--- src/rtl/laser_pkg.sv ---
// Shared definitions for the laser point feeder: default frame size,
// FSM state encoding and the packed {y,x} point type.
package laser_pkg;

  localparam int OBJ_NUM_DEF = 40;
  localparam int CNT_W_DEF   = 6;

  typedef enum logic [1:0] {
    ST_FILL      = 2'd0,
    ST_STREAM    = 2'd1,
    ST_WAIT_DONE = 2'd2
  } feed_state_t;

  typedef struct packed {
    logic [3:0] y;
    logic [3:0] x;
  } pt_t;

  function automatic pt_t mk_pt(input logic [3:0] x, input logic [3:0] y);
    pt_t p;
    p.x = x;
    p.y = y;
    return p;
  endfunction

endpackage

--- src/rtl/laser_pt_buf.sv ---
// Point buffer: OBJ_NUM x 8 register file, synchronous write, combinational read.
// match[i] flags entries below cmp_cnt equal to cmp_dat (zero when cmp_cnt is 0).
module laser_pt_buf
  import laser_pkg::*;
#(
  parameter int OBJ_NUM = OBJ_NUM_DEF,
  parameter int CNT_W   = CNT_W_DEF
) (
  input  logic               CLK,
  input  logic               wr_vld,
  input  logic [CNT_W-1:0]   wr_addr,
  input  pt_t                wr_dat,
  input  logic [CNT_W-1:0]   rd_addr,
  output pt_t                rd_dat,
  input  pt_t                cmp_dat,
  input  logic [CNT_W-1:0]   cmp_cnt,
  output logic [OBJ_NUM-1:0] match
);

  // Contents are never reset: every entry is rewritten before it is read.
  pt_t mem [OBJ_NUM];

  always_ff @(posedge CLK) begin
    if (wr_vld) begin
      mem[wr_addr] <= wr_dat;
    end
  end

  assign rd_dat = mem[rd_addr];

  always_comb begin
    match = '0;
    for (int i = 0; i < OBJ_NUM; i++) begin
      match[i] = (CNT_W'(i) < cmp_cnt) && (mem[i] == cmp_dat);
    end
  end

endmodule

--- src/rtl/laser_feeder.sv ---
// Collects OBJ_NUM points (IN_READY drops once full), then streams them one per cycle with no backpressure,
// first point in the cycle after the last accept. Optional duplicate filtering with LASER_FEEDER_DEDUP_EN.
module laser_feeder
  import laser_pkg::*;
#(
  parameter int OBJ_NUM = OBJ_NUM_DEF,
  parameter int CNT_W   = CNT_W_DEF
) (
  input  logic       CLK,
  input  logic       RST_N,
  input  logic       IN_VALID,
  input  logic [3:0] IN_X,
  input  logic [3:0] IN_Y,
  output logic       IN_READY,
  output logic [3:0] X,
  output logic [3:0] Y,
  output logic       OUT_VALID,
  input  logic       DONE,
  output logic [7:0] FRAME_CNT
);

  localparam logic [CNT_W-1:0] LAST = CNT_W'(OBJ_NUM - 1);

  feed_state_t        state;
  logic [CNT_W-1:0]   wr_cnt;
  logic [CNT_W-1:0]   rd_cnt;
  logic [CNT_W-1:0]   rd_addr;
  logic [CNT_W-1:0]   cmp_cnt;
  pt_t                in_dat;
  pt_t                rd_dat;
  pt_t                first_pt;
  logic [OBJ_NUM-1:0] match;
  logic               dup;
  logic               wr_fire;
  logic               last_fire;
  logic               last_out;

  assign in_dat = mk_pt(IN_X, IN_Y);

`ifdef LASER_FEEDER_DEDUP_EN
  assign cmp_cnt = wr_cnt;
`else
  // A zero compare window keeps match all-zero, so every point is stored.
  assign cmp_cnt = '0;
`endif

  assign dup       = |match;
  assign wr_fire   = IN_VALID && IN_READY && !dup;
  assign last_fire = wr_fire && (wr_cnt == LAST);
  assign last_out  = (rd_cnt == LAST);

  // rd_cnt indexes the point on X/Y now; the buffer is read one ahead.
  assign rd_addr  = (state == ST_STREAM && !last_out) ? rd_cnt + 1'b1 : '0;
  assign first_pt = (wr_cnt == '0) ? in_dat : rd_dat;

  laser_pt_buf #(
    .OBJ_NUM (OBJ_NUM),
    .CNT_W   (CNT_W)
  ) u_buf (
    .CLK     (CLK),
    .wr_vld  (wr_fire),
    .wr_addr (wr_cnt),
    .wr_dat  (in_dat),
    .rd_addr (rd_addr),
    .rd_dat  (rd_dat),
    .cmp_dat (in_dat),
    .cmp_cnt (cmp_cnt),
    .match   (match)
  );

  always_ff @(posedge CLK or negedge RST_N) begin
    if (!RST_N) begin
      state     <= ST_FILL;
      wr_cnt    <= '0;
      rd_cnt    <= '0;
      IN_READY  <= 1'b1;
      OUT_VALID <= 1'b0;
      X         <= '0;
      Y         <= '0;
      FRAME_CNT <= '0;
    end else begin
      case (state)
        ST_FILL: begin
          if (wr_fire) begin
            wr_cnt <= wr_cnt + 1'b1;
            if (last_fire) begin
              state     <= ST_STREAM;
              IN_READY  <= 1'b0;
              OUT_VALID <= 1'b1;
              {Y, X}    <= first_pt;
              rd_cnt    <= '0;
            end
          end
        end
        ST_STREAM: begin
          if (last_out) begin
            state     <= ST_WAIT_DONE;
            OUT_VALID <= 1'b0;
            X         <= '0;
            Y         <= '0;
          end else begin
            rd_cnt <= rd_cnt + 1'b1;
            {Y, X} <= rd_dat;
          end
        end
        ST_WAIT_DONE: begin
          if (DONE) begin
            state     <= ST_FILL;
            IN_READY  <= 1'b1;
            wr_cnt    <= '0;
            rd_cnt    <= '0;
            FRAME_CNT <= FRAME_CNT + 1'b1;
          end
        end
        default: begin
          state     <= ST_FILL;
          IN_READY  <= 1'b1;
          OUT_VALID <= 1'b0;
          X         <= '0;
          Y         <= '0;
          wr_cnt    <= '0;
          rd_cnt    <= '0;
        end
      endcase
    end
  end

endmodule

--- config.mk ---
export PLATFORM = sky130hd
export DESIGN_NAME = laser_feeder
export DESIGN_NICKNAME = d
export VERILOG_FILES = /design/src/rtl/laser_pkg.sv /design/src/rtl/laser_pt_buf.sv /design/src/rtl/laser_feeder.sv
export SDC_FILE = /design/constraint.sdc
export NUM_CORES = 1
export LEC_CHECK = 0
export CAP_MARGIN = 20
export CORE_ASPECT_RATIO = 0.5
export CORE_MARGIN = 3
export CORE_UTILIZATION = 40
export CTS_BUF_LIST = sky130_fd_sc_hd__clkbuf_8
export DETAILED_ROUTE_END_ITERATION = 16
export SETUP_SLACK_MARGIN = 0.05
export SYNTH_ARGS = -nofsm -noshare
export SYNTH_HDL_FRONTEND = slang
export SYNTH_HIERARCHICAL = 1
export SYNTH_SLANG_ARGS = --single-unit
--- constraint.sdc ---
create_clock -name CLK -period 4.18 [get_ports CLK]
set_input_delay 1.045 -clock CLK [delete_from_list [all_inputs] [get_ports CLK]]
set_output_delay 1.045 -clock CLK [all_outputs]
set_load 0.02 [all_outputs]
== After elaboration in Yosys (flattened, before gate mapping) ==
Memories as Yosys holds them, arrays and structs flattened.
Index checks and enable logic that the tools add are counted.

* Bits in registers: 32
* Memory bits (writable): 320
* Output and inout bits: 18
* Logic and storage cells: 68
* Memories: 1

* Add/sub/neg operators: 3
* Equal/unequal tests: 9
* Muxes and demuxes: 32
* Bitwise gates (word level): 2
* Reductions and logical operators: 13

{| class="wikitable"
|+ Memory list
! name !! words !! bits a word !! rd ports !! clocked after memory_dff !! wr ports !! RTL line !! text
|-
| u_buf.mem || 40 || 8 || 1 || 0 || 1 || laser_pt_buf.sv:21 || <nowiki>pt_t mem [OBJ_NUM];</nowiki>
|}

{| class="wikitable"
|+ Operators with widths
! cell !! count
|-
| $mux W6 || 6
|-
| $pmux W6 S3 || 2
|-
| $mux W4 || 6
|-
| $pmux W4 S3 || 2
|-
| $reduce_and A4 Y1 || 4
|-
| $add A6 B1 Y6 const B || 2
|-
| $eq A6 B6 Y1 const B || 2
|-
| $ne A2 B2 Y1 const B || 5
|-
| $add A8 B1 Y8 const B || 1
|-
| $mux W1 || 8
|-
| $mux W2 || 4
|-
| $mux W8 || 1
|-
| $logic_not A6 Y1 || 1
|-
| $pmux W1 S3 || 2
|-
| $pmux W2 S3 || 1
|-
| $reduce_and A3 Y1 || 2
|-
| $logic_and A1 B1 Y1 || 3
|-
| $eq A2 B1 Y1 const B || 1
|-
| $eq A2 B2 Y1 const B || 1
|-
| $logic_not A2 Y1 || 1
|-
| $not A1 Y1 || 2
|-
| $reduce_and A2 Y1 || 1
|-
| $logic_not A1 Y1 || 1
|}

== Longest topological paths before layout ==
Gate-level depths: netlist of the first run.
An unclocked memory read counts as a cell.

* Depth in word-level cells: 9
* Gate-level depth with buffers: 13

== Modules after synthesis ==
The synthesis of the first run kept the hierarchy.

{| class="wikitable"
|+ By module, submodules not included
! module !! times used !! cells each !! area an instance (um^2) !! seq. area each (um^2)
|-
| laser_pt_buf || 1 || 1454 || 23859.1 || 15374.7
|-
| laser_feeder || 1 || 173 || 1766.7 || 802.0
|}

== Worst setup path before layout of the first run ==
OpenSTA, ideal clock, no wires.

* Path type: in2reg
* From: input IN_VALID
* To: memory u_buf/mem[61][0] in the netlist's numbering (enable)
* Setup time: 0.370 ns
* Data arrival time: 2.864 ns
* Required time: 3.810 ns
* Slack: 0.945 ns
* Stages on the path: 7
* Cell sequence: nor4b_2 nand4_1 or3_4 inv_1 nor2b_1 nand3_1 nor2_1

* Longest elaborated chain between the ends: 3

{| class="wikitable"
|+ Ends and longest elaborated chain
! element !! RTL line !! text
|-
| start: declaration || laser_feeder.sv:11 || <nowiki>input logic IN_VALID,</nowiki>
|-
| $logic_and A1 B1 Y1 || laser_feeder.sv:48 || <nowiki>assign wr_fire = IN_VALID && IN_READY && !dup;</nowiki>
|-
| via wr_fire || laser_feeder.sv:34 || <nowiki>logic wr_fire;</nowiki>
|-
| $mux W1 || laser_pt_buf.sv:24 || <nowiki>if (wr_vld) begin</nowiki>
|-
| $mux W1 (implied by the code) || laser_pt_buf.sv:25 || <nowiki>mem[wr_addr] <= wr_dat;</nowiki>
|-
| end: declaration || laser_pt_buf.sv:21 ||
|}

The timed path passes the listed nets, and every way through them passes these cells.

==> impl_metrics.py, run 1 <==
metrics = {
    "clock_tree": {
        "cts_root_buf": "clkbuf_8",
        "cts_resized": 0,
        "clockBufferDepth": 3,
        "cts_hold_buf": 0,
        "cts_made_buffers": 81,
        "cts_tree": "done",
        "htreeDepth": 3,
        "clock_latency_ps": 650,
        "clk_pin_slew_worst_paths_ps": 70,
        "post_cts_buffers": 0,
        "clock-sinks": 544,
    },
    "sta": {
        "clock_skew_ps": 21.1,
        "slew_violations": 0,
        "finalCritPeriodShare_pct": 92.1,
        "relSlewSlack_pct": 0.196,
        "period_needed_ps": 3850,
        "max_freq_mhz": 260,
        "worst_pin_slew_ps": 1480,
        "setup_tns_ps": 0,
        "final-setup-viol-count": 0,
        "rsz0062_at_grt": "false",
        "hold_viol_final": 0,
    },
    "power": {
        "p_clk_share_pct": 33.1,
        "fin_total_pwr_mw": 11.9,
        "pwr-share-seq_pct": 53.4,
        "p_int_mw": 8.67,
        "p_leak_nw": 9.37,
        "pwr-share-comb_pct": 13.4,
        "cellPowerDensity_mw_per_mm2": 412,
        "switchingPower_mw": 3.26,
        "switching_share_pct": 27.3,
        "peakVddDrop_mv": 0.191,
    },
    "die": {
        "coreArea_sq_mm": 0.0622,
        "start_util_pct": 41.2,
        "dieArea_sq_mm": 0.0673,
        "io-pin-count": 30,
        "rows": 64,
        "dieWidth_um": 364,
        "die_h_um": 185,
    },
    "global_route": {
        "grt_usage_pct": 21.2,
        "grt_remaining_overflow": 0,
        "antenna_found_initial": 0,
        "grt_max_degree": 67,
        "first_global_vias": 15300,
        "grt_pass1_wl_um": 105000,
    },
    "run_status": {
        "status": "finished, final reports clean",
    },
    "route": {
        "antenna_left": 0,
        "vias": 15500,
        "routedWlPerCell_um": 26.8,
        "via_per_inst": 5.83,
        "dr.first_iter.drc_count": 1805,
        "route.detailed.drc": 0,
        "firstDrtPassIters": 5,
        "wl_um": 71300,
    },
    "critical_path": {
        "worstPathRequired_ps": 4720,
        "crit_family": "compound AO/OA/AOI/OAI gates",
        "setup.worst_path.end_class": "flop",
        "crit_type": "flop to flop",
        "cpPeakStageDelay_ps": 500,
        "cpMaxStageDelayCell": "mux4_2",
        "crit_top_cell": "a22o_1",
        "path_cells": "ha_1 > and2_1 > a31o_2 > nor2_4 > buf_12 > buf_4 > mux4_2 > a22oi_1 > a41oi_1 > a21o_1 > a22o_1 > a22o_1",
        "crit_fanout": 39,
        "crit_buf_inv": 2,
        "cp_data_arrival_time_ps": 4400,
        "critPathLaunchType": "flop",
    },
    "finish": {
        "nets": 1795,
        "n_antenna_cell": 0,
        "syn_to_final_growth_pct": 13.1,
        "fillerInstances": 5369,
        "drive_above_1_share_pct": 21.3,
    },
    "synth": {
        "ys_types": 62,
        "synth_top_area_cell": "edfxtp_1",
        "synth_ff_type": "edfxtp_1",
        "synth_area_sq_mm": 0.0256,
        "synth-seq-cells": 544,
        "postSynthAreaPerCell_sq_um": 15.8,
        "postSynthCellCount": 1627,
        "yosysSeqAreaShare_pct": 63.1,
        "ys_top_cells_by_count": "edfxtp_1, xor2_1, xnor2_1",
        "synth-edff-count": 512,
        "synth_top_area_share_pct": 60.0,
        "ys_top_cells_by_area": "edfxtp_1, mux4_2, xor2_1",
        "synth.most_common_cell": "edfxtp_1",
        "synth-async-reset-ratio_pct": 5.88,
        "yosys_warnings": 6,
    },
    "job": {
        "cap_violations": 0,
    },
    "placed_design": {
        "gp_congestion": 0.901,
        "dp_hpwl_um": 48200,
        "io_buffers": 29,
    },
    "hold_path": {
        "worstHoldPathType": "flop to flop",
    },
}
[path summary, 6_finish.rpt]
path | from | to | slack [ps] | cells past startpoint
setup / recovery | rd_cnt[0] | X[3] | 330 | 12
hold / removal | FRAME_CNT[7] | FRAME_CNT[7] | 470 | 1
setup reg to reg | rd_cnt[0] | X[3] | 330 | 12
hold reg to reg | FRAME_CNT[7] | FRAME_CNT[7] | 470 | 1
max in group asynchronous | RST_N | IN_READY | 3010 | 2
min in group asynchronous | RST_N | FRAME_CNT[5] | 810 | 2
[layout by cell type, fill, tap and decap left out, types with 6 or more instances in the layout]
cell	netlist	final
edfxtp_1	512	512
xor2_1	193	193
xnor2_1	139	139
mux4_2	128	128
buf_4	5	123
nor2_1	99	95
clkbuf_8	0	83
nor4_1	60	60
nand2_1	42	42
dfrtp_1	31	31
nand4_1	31	31
nor3_1	31	31
inv_1	7	27
nand3_1	25	25
o2111ai_1	22	22
clkinv_1	0	21
clkdlybuf4s50_1	0	21
conb_1	1	20
o22ai_1	17	17
o21ai_0	16	16
a22o_1	14	14
a22oi_1	13	13
buf_12	0	12
a21o_1	10	10
a41oi_1	9	9
nand2b_1	7	7
a21oi_1	7	7
o31ai_1	7	7
or3b_2	7	7
nand3b_1	7	7
a31oi_1	6	6
mux2i_1	6	6
and3_1	6	6
clkinv_2	0	6
[state kept, by name (all words and copies together) (netlist names)]
register	cells
IN_READY	1
rd_cnt	6
OUT_VALID	1
FRAME_CNT	8
Y	4
u_buf/mem	512
state	2
X	4
wr_cnt	6
[per-stage QoR]
step                hold slack [ps]  cells  cell area [sq um]  setup slack (ps)  utilization (%)
floorplan                       476   1646              25700               945                -
global placement                466   2521              27600               305             44.3
detailed placement              468   2521              27600               252             44.3
CTS                             477   2658              29000               329             46.6
global route                    525   2658              29000               175             46.6
finish                          473   2658              29000               328             46.6
[cell families after synthesis]
| logic type | synth area share [%] |
|---|---|
| adders and majority gates | 0.195 |
| buffers and inverters | 2.19 |
| DFF | 63.1 |
| muxes | 11.5 |
| other | 0.0146 |
| xor gates and xnor gates | 11.3 |
| and+or+nand+nor | 7.29 |
| AOI/OAI and AO/OA | 4.31 |
[power groups by stage]
stage / Sequential (mW) / Combinational (mW) / Clock [mW]
final: 6.38 / 1.60 / 3.95
after global routing: 6.40 / 1.71 / 4.31
after CTS: 6.37 / 1.57 / 4.05
after detailed placement: 6.49 / 1.57 / 0
after global placement: 6.48 / 1.56 / 0
after floorplan: 6.41 / 1.01 / 0
[final cells by class]
cell class              instances  area (sq um)  area share [%]
repair buffers                156          1370            4.74
inverters                       7          26.3          0.0906
well taps                     825          1030            3.56
clock inverters                54           259           0.893
clock buffers                  83          1140            3.94
multi-input cells             989          8980            31.0
flip-flops and latches        544         16200            55.8
[routing by layer]
layer	vias to the layer above	GRT usage, %	routed length, um
li1	6651	-	-
met3	127	4.44	6390
met2	735	33.0	32300
met5	-	0	0
met1	7995	30.8	31000
met4	0	4.98	1550
Power figures use the tool's default switching activity.
==> run 2, diff against run 1 <==
--- a/config.mk
+++ b/config.mk
@@ -8,5 +8,4 @@
 export CAP_MARGIN = 20
 export CORE_ASPECT_RATIO = 0.5
-export CORE_MARGIN = 3
 export CORE_UTILIZATION = 40
 export CTS_BUF_LIST = sky130_fd_sc_hd__clkbuf_8
==> constraint.sdc (replaced) <==
create_clock -name CLK -period 4.18 [get_ports CLK]
set_input_delay 0.836 -clock CLK [delete_from_list [all_inputs] [get_ports CLK]]
set_output_delay 0.836 -clock CLK [all_outputs]
set_load 0.02 [all_outputs]
==> impl_metrics.py, run 2 (same netlist as run 1, synthesis figures left out) <==
metrics = {
    "critical_path": {
        "cpMaxStageDelayCell": "dfstp_2",
        "path_cells": "nor4b_2 > nand4_2 > or3_4 > inv_1 > nor2b_1 > nand3_1 > buf_4 > nor2_1 > buf_4",
        "crit_cells": 9,
        "cp_data_arrival_time_ps": 4090,
        "setup.worst_path.end_class": "flop",
        "crit_family": "simple AND/OR/NAND/NOR gates",
        "r2r_slack_ps": 460,
        "crit_buf_inv": 3,
        "reg2reg_from": "IN_READY",
        "crit_type": "flop to flop",
        "worstPathRequired_ps": 4550,
        "reg2regPathDepth": 9,
        "crit_fanout": 8,
        "reg2reg_to": "u_buf/mem[29][7]",
        "cp-startpoint": "IN_READY",
        "cpPeakStageDelay_ps": 660,
        "crit_top_cell": "buf_4",
        "critPathLaunchType": "flop",
        "cp-endpoint": "u_buf/mem[29][7]",
    },
    "route": {
        "dr.first_iter.drc_count": 1777,
        "firstDrtPassIters": 12,
        "wl_um": 72100,
        "routedWlPerCell_um": 26.9,
        "antenna_left": 0,
        "vias": 15400,
        "via_per_inst": 5.75,
        "route.detailed.drc": 4,
    },
    "finish": {
        "syn_to_final_growth_pct": 13.6,
        "fillerInstances": 5459,
        "multi_input_area_sq_mm": 0.00898,
        "layout.cells.non_filler": 2677,
        "largest_register_ffs": 512,
        "nets": 1791,
        "top_register": "u_buf/mem",
        "mostFrequentLayoutCell": "edfxtp_1",
        "largestRegisters": "u_buf/mem x512, FRAME_CNT x8",
        "drive_above_1_share_pct": 21.7,
        "mostFrequentLayoutCells": "edfxtp_1, xor2_1, xnor2_1",
        "seq_area_sq_mm": 0.0162,
    },
    "power": {
        "p_leak_nw": 9.45,
        "pwr-share-seq_pct": 52.5,
        "switching_share_pct": 27.4,
        "pwr-share-comb_pct": 13.2,
        "peakVddDrop_mv": 0.262,
        "switchingPower_mw": 3.33,
        "p_int_mw": 8.82,
        "cellPowerDensity_mw_per_mm2": 418,
        "p_clk_share_pct": 34.4,
    },
    "global_route": {
        "first_global_vias": 15300,
        "grt_pass1_wl_um": 105000,
        "grt_max_degree": 68,
        "antenna_found_initial": 3,
        "grt_usage_pct": 22.2,
        "grt_remaining_overflow": 0,
    },
    "clock_tree": {
        "clockBufferDepth": 3,
        "clk_pin_slew_worst_paths_ps": 60,
        "cts_made_buffers": 82,
        "post_cts_buffers": 0,
        "cts_root_buf": "clkbuf_8",
        "clock_latency_ps": 670,
        "cts_resized": 0,
        "clock-sinks": 544,
        "cts_hold_buf": 0,
        "htreeDepth": 3,
        "cts_tree": "done",
    },
    "run_status": {
        "violations": "DRC",
        "status": "finished with violations",
    },
    "placed_design": {
        "gp_congestion": 0.888,
        "io_buffers": 29,
        "placed_cells_incl_taps": 2528,
        "dp_hpwl_um": 48500,
    },
    "die": {
        "start_util_pct": 40.6,
        "die_h_um": 181,
        "dieArea_sq_mm": 0.0651,
        "rows": 65,
        "dieWidth_um": 360,
        "coreArea_sq_mm": 0.0632,
        "io-pin-count": 30,
    },
    "sta": {
        "finalCritPeriodShare_pct": 89.1,
        "hold_viol_final": 0,
        "slew_violations": 0,
        "max_freq_mhz": 269,
        "setup_tns_ps": 0,
        "period_needed_ps": 3720,
        "relSlewSlack_pct": 11.1,
        "worst_pin_slew_ps": 1320,
        "final-setup-viol-count": 0,
        "clock_skew_ps": 32.0,
        "rsz0062_at_grt": "false",
    },
    "job": {
        "cap_violations": 0,
    },
    "hold_path": {
        "worstHoldPathType": "flop to flop",
    },
}
[run 2: changes by cell type in the layout (fill, tap and decap cells not counted)]
| cell | before | now |
|---|---|---|
| clkinv_1 | 21 | 10 |
| clkinv_2 | 6 | 14 |
| inv_1 | 27 | 35 |
| buf_4 | 123 | 118 |
| clkbuf_8 | 83 | 87 |
| clkinv_8 | 1 | 3 |
| diode_2 | 0 | 2 |
| inv_6 | 2 | 0 |
| bufinv_16 | 0 | 1 |
| inv_12 | 0 | 1 |
| inv_8 | 3 | 2 |
[run 2: worst min-delay path by stage]
stage,from,to,slack (ps),cells after the start
2_1_floorplan,rd_cnt[1],rd_cnt[1],480,1
3_3_place_gp,FRAME_CNT[7],FRAME_CNT[7],460,1
3_5_place_dp,FRAME_CNT[7],FRAME_CNT[7],470,1
4_1_cts,FRAME_CNT[7],FRAME_CNT[7],480,1
5_1_grt,FRAME_CNT[7],FRAME_CNT[7],500,1
6_report,FRAME_CNT[7],FRAME_CNT[7],480,1
[run 2: per-layer routing]
metal	up-vias	GRT usage, %	share of wire [%]
met5	-	0	0
met4	0	7.16	2.9
met3	110	5.57	8.6
met2	715	33.2	44
met1	7920	31.6	44
li1	6654	-	-
[run 2: worst reg2reg max path, delay by kind of cell, from the launching register on]
kind / cells / cell delay, ps
flops: 1 / 660
buf+inv: 3 / 680
simple gates: 6 / 2090
[run 2: through the flow]
step | cell area [sq um] | utilization (%) | power (mW) | hold slack (ps) | worst slack [ps]
floorplan | 25700 | - | 7.42 | 476 | 1110
global placement | 27600 | 43.6 | 8.04 | 461 | 247
detailed placement | 27600 | 43.6 | 8.05 | 474 | 205
CTS | 29100 | 46.1 | 12.2 | 483 | 508
global route | 29100 | 46.1 | 12.6 | 498 | 327
finish | 29100 | 46.1 | 12.2 | 476 | 457
[run 2: layout make-up]
type / instances / area share, %
Antenna cell: 2 / 0.0172
Clock buffer: 87 / 4.11
Clock inverter: 60 / 1.16
Inverter: 7 / 0.0903
Multi-Input combinational cell: 989 / 30.9
Sequential cell: 544 / 55.6
Tap cell: 837 / 3.60
Timing Repair Buffer: 151 / 4.59
[run 2: power groups by stage]
stage	sequential (mW)	combinational (mW)	clock, mW
floorplan	6.41	1.01	0
global placement	6.49	1.55	0
detailed placement	6.49	1.56	0
CTS	6.38	1.57	4.26
global route	6.40	1.71	4.49
finish	6.38	1.60	4.18
==> run 3, diff against run 2 <==
ABC_AREA = 1   (was not set)
==> impl_metrics.py, run 3 <==
metrics = {
    "synth": {
        "synth-async-reset-ratio_pct": 5.88,
        "ys_types": 50,
        "postSynthCellCount": 2709,
        "ys_top_cells_by_count": "nand2_1, edfxtp_1, nand3_1",
        "synth-edff-count": 512,
        "synth_ff_type": "edfxtp_1",
        "synth.most_common_cell": "nand2_1",
        "postSynthAreaPerCell_sq_um": 10.1,
        "synth_top_area_cell": "edfxtp_1",
        "yosysSeqAreaShare_pct": 59.4,
        "yosys_warnings": 6,
        "synth_area_sq_mm": 0.0272,
        "ys_top_cells_by_area": "edfxtp_1, nand2_1, nand3_1",
        "synth_top_area_share_pct": 56.5,
        "synth-seq-cells": 544,
    },
    "route": {
        "dr.first_iter.drc_count": 2631,
        "routedWlPerCell_um": 22.0,
        "antenna_left": 0,
        "firstDrtPassIters": 6,
        "route.detailed.drc": 0,
        "vias": 20800,
        "wl_um": 82600,
        "via_per_inst": 5.53,
    },
    "die": {
        "die_h_um": 186,
        "io-pin-count": 30,
        "rows": 67,
        "dieArea_sq_mm": 0.0692,
        "dieWidth_um": 371,
        "start_util_pct": 40.6,
        "coreArea_sq_mm": 0.0671,
    },
    "finish": {
        "n_antenna_cell": 0,
        "mostFrequentLayoutCell": "nand2_1",
        "drive_above_1_share_pct": 9.26,
        "top_register": "u_buf/mem",
        "syn_to_final_growth_pct": 10.9,
        "largestRegisters": "u_buf/mem x512, FRAME_CNT x8",
        "nets": 2809,
        "largest_register_ffs": 512,
        "mostFrequentLayoutCells": "nand2_1, edfxtp_1, nand3_1",
    },
    "sta": {
        "rsz0062_at_grt": "false",
        "max_freq_mhz": 285,
        "clock_skew_ps": 43.7,
        "worst_pin_slew_ps": 1210,
        "hold_viol_final": 0,
        "relSlewSlack_pct": 19.4,
        "slew_violations": 0,
        "setup_tns_ps": 0,
        "period_needed_ps": 3510,
        "finalCritPeriodShare_pct": 83.9,
        "final-setup-viol-count": 0,
    },
    "critical_path": {
        "cp_data_arrival_time_ps": 4080,
        "cp-endpoint": "Y[3]",
        "cpMaxStageDelayCell": "dfrtp_1",
        "reg2reg_from": "rd_cnt[0]",
        "crit_buf_inv": 3,
        "reg2reg_to": "Y[3]",
        "reg2regPathDepth": 19,
        "setup.worst_path.end_class": "flop",
        "cpPeakStageDelay_ps": 440,
        "crit_fanout": 100,
        "crit_type": "flop to flop",
        "crit_family": "simple AND/OR/NAND/NOR gates",
        "path_cells": "ha_1 > nand2_1 > inv_1 > nand4_1 > nand2_1 > nor2_4 > inv_6 > buf_12 > nand2_1 > nand3_1 > nand3_1 > nand2_1 > nand2_1 > nand3_1 > nand3_1 > nand2_1 > a22o_1 > nand2_1 > nand2_1",
        "worstPathRequired_ps": 4760,
        "critPathLaunchType": "flop",
        "r2r_slack_ps": 670,
        "cp-startpoint": "rd_cnt[0]",
        "crit_cells": 19,
        "crit_top_cell": "nand2_1",
    },
    "clock_tree": {
        "clk_pin_slew_worst_paths_ps": 70,
        "cts_tree": "done",
        "cts_hold_buf": 0,
        "cts_root_buf": "clkbuf_8",
        "post_cts_buffers": 0,
        "clockBufferDepth": 3,
        "htreeDepth": 3,
        "cts_resized": 0,
        "clock-sinks": 544,
        "clock_latency_ps": 720,
        "cts_made_buffers": 84,
    },
    "power": {
        "cellPowerDensity_mw_per_mm2": 399,
        "p_clk_share_pct": 35.4,
        "peakVddDrop_mv": 0.181,
        "p_leak_nw": 11.2,
        "fin_total_pwr_mw": 12.1,
        "switching_share_pct": 27.8,
        "pwr-share-seq_pct": 52.2,
        "switchingPower_mw": 3.35,
        "p_int_mw": 8.71,
        "pwr-share-comb_pct": 12.3,
    },
    "job": {
        "cap_violations": 0,
    },
    "placed_design": {
        "dp_hpwl_um": 51500,
        "gp_congestion": 0.926,
        "io_buffers": 29,
    },
    "run_status": {
        "status": "finished, final reports clean",
    },
    "hold_path": {
        "worstHoldPathType": "flop to flop",
    },
    "global_route": {
        "grt_max_degree": 113,
        "antenna_found_initial": 1,
        "first_global_vias": 19700,
        "grt_pass1_wl_um": 123000,
        "grt_remaining_overflow": 0,
        "grt_usage_pct": 23.7,
    },
}
-- run 3: cell count changes after synthesis, moves of 32 or more --
cell and delta:
mux4_2 -128, nand2_1 +760, nand3_1 +465, buf_2 +32, nor4_1 -44, inv_1 +54, xor2_1 -118, nor2_1 +70
-- run 3: power by group through the flow --
| stage | clock, mW | combinational, mW | sequential [mW] |
|---|---|---|---|
| floorplan | 0 | 0.879 | 6.39 |
| global placement | 0 | 1.42 | 6.40 |
| detailed placement | 0 | 1.43 | 6.41 |
| CTS | 4.36 | 1.44 | 6.29 |
| global route | 4.58 | 1.60 | 6.31 |
| finish | 4.27 | 1.49 | 6.30 |
-- run 3: worst reg2reg max path: cells and delay by family (launching register included) --
| family | cells | cell delay (ps) |
|---|---|---|
| compound gates | 1 | 200 |
| fa+ha+maj | 1 | 230 |
| simple gates | 14 | 1770 |
| buf+inv | 3 | 750 |
| flops | 1 | 440 |
-- run 3: final cells by class --
cell class	count	area [sq um]
Clock inverter	71	398
Fill cell	6344	37000
Clock buffer	85	1170
Sequential cell	544	16200
Inverter	69	272
Tap cell	897	1120
Timing Repair Buffer	132	1200
Multi-Input combinational cell	1962	9860
-- run 3: how the worst min path moves through the flow --
| stage | start | end | cells after the start |
|---|---|---|---|
| after CTS | IN_READY | IN_READY | 2 |
| after detailed placement | IN_READY | IN_READY | 2 |
| after global placement | IN_READY | IN_READY | 2 |
| final | IN_READY | IN_READY | 2 |
| after floorplan | rd_cnt[3] | rd_cnt[3] | 2 |
| after global routing | FRAME_CNT[7] | FRAME_CNT[7] | 1 |
-- run 3: cell families (layout without fill, tap and decap cells) --
family | count (synthesis) | count (layout) | share of synthesized area [%]
adder cells (fa/ha/maj) | 4 | 4 | 0.184
buffers and inverters | 227 | 357 | 4.74
AO/OA/AOI/OAI | 129 | 129 | 3.13
AND/OR/NAND/NOR | 1587 | 1587 | 25.5
other | 1 | 25 | 0.0138
multiplexers | 1 | 1 | 0.0414
XOR/XNOR | 216 | 216 | 6.95
flip-flops | 544 | 544 | 59.4
-- run 3: routing by layer --
layer	GRT usage (%)	part of all wire [%]	vias up
met5	0	0	-
li1	-	-	9529
met2	34.8	43	1019
met3	4.82	9.4	154
met4	7.83	2.9	0
met1	34.9	44	10100
-- run 3: per-stage QoR --
stage	setup WS [ps]	utilization (%)	instance area (sq um)	cells	hold slack [ps]
6_report	675	45.0	30200	3760	475
5_1_grt	421	45.0	30200	3760	495
4_1_cts	694	44.9	30200	3759	475
3_5_place_dp	726	42.6	28600	3603	468
3_3_place_gp	725	42.6	28600	3603	464
2_1_floorplan	1540	-	27300	2733	464
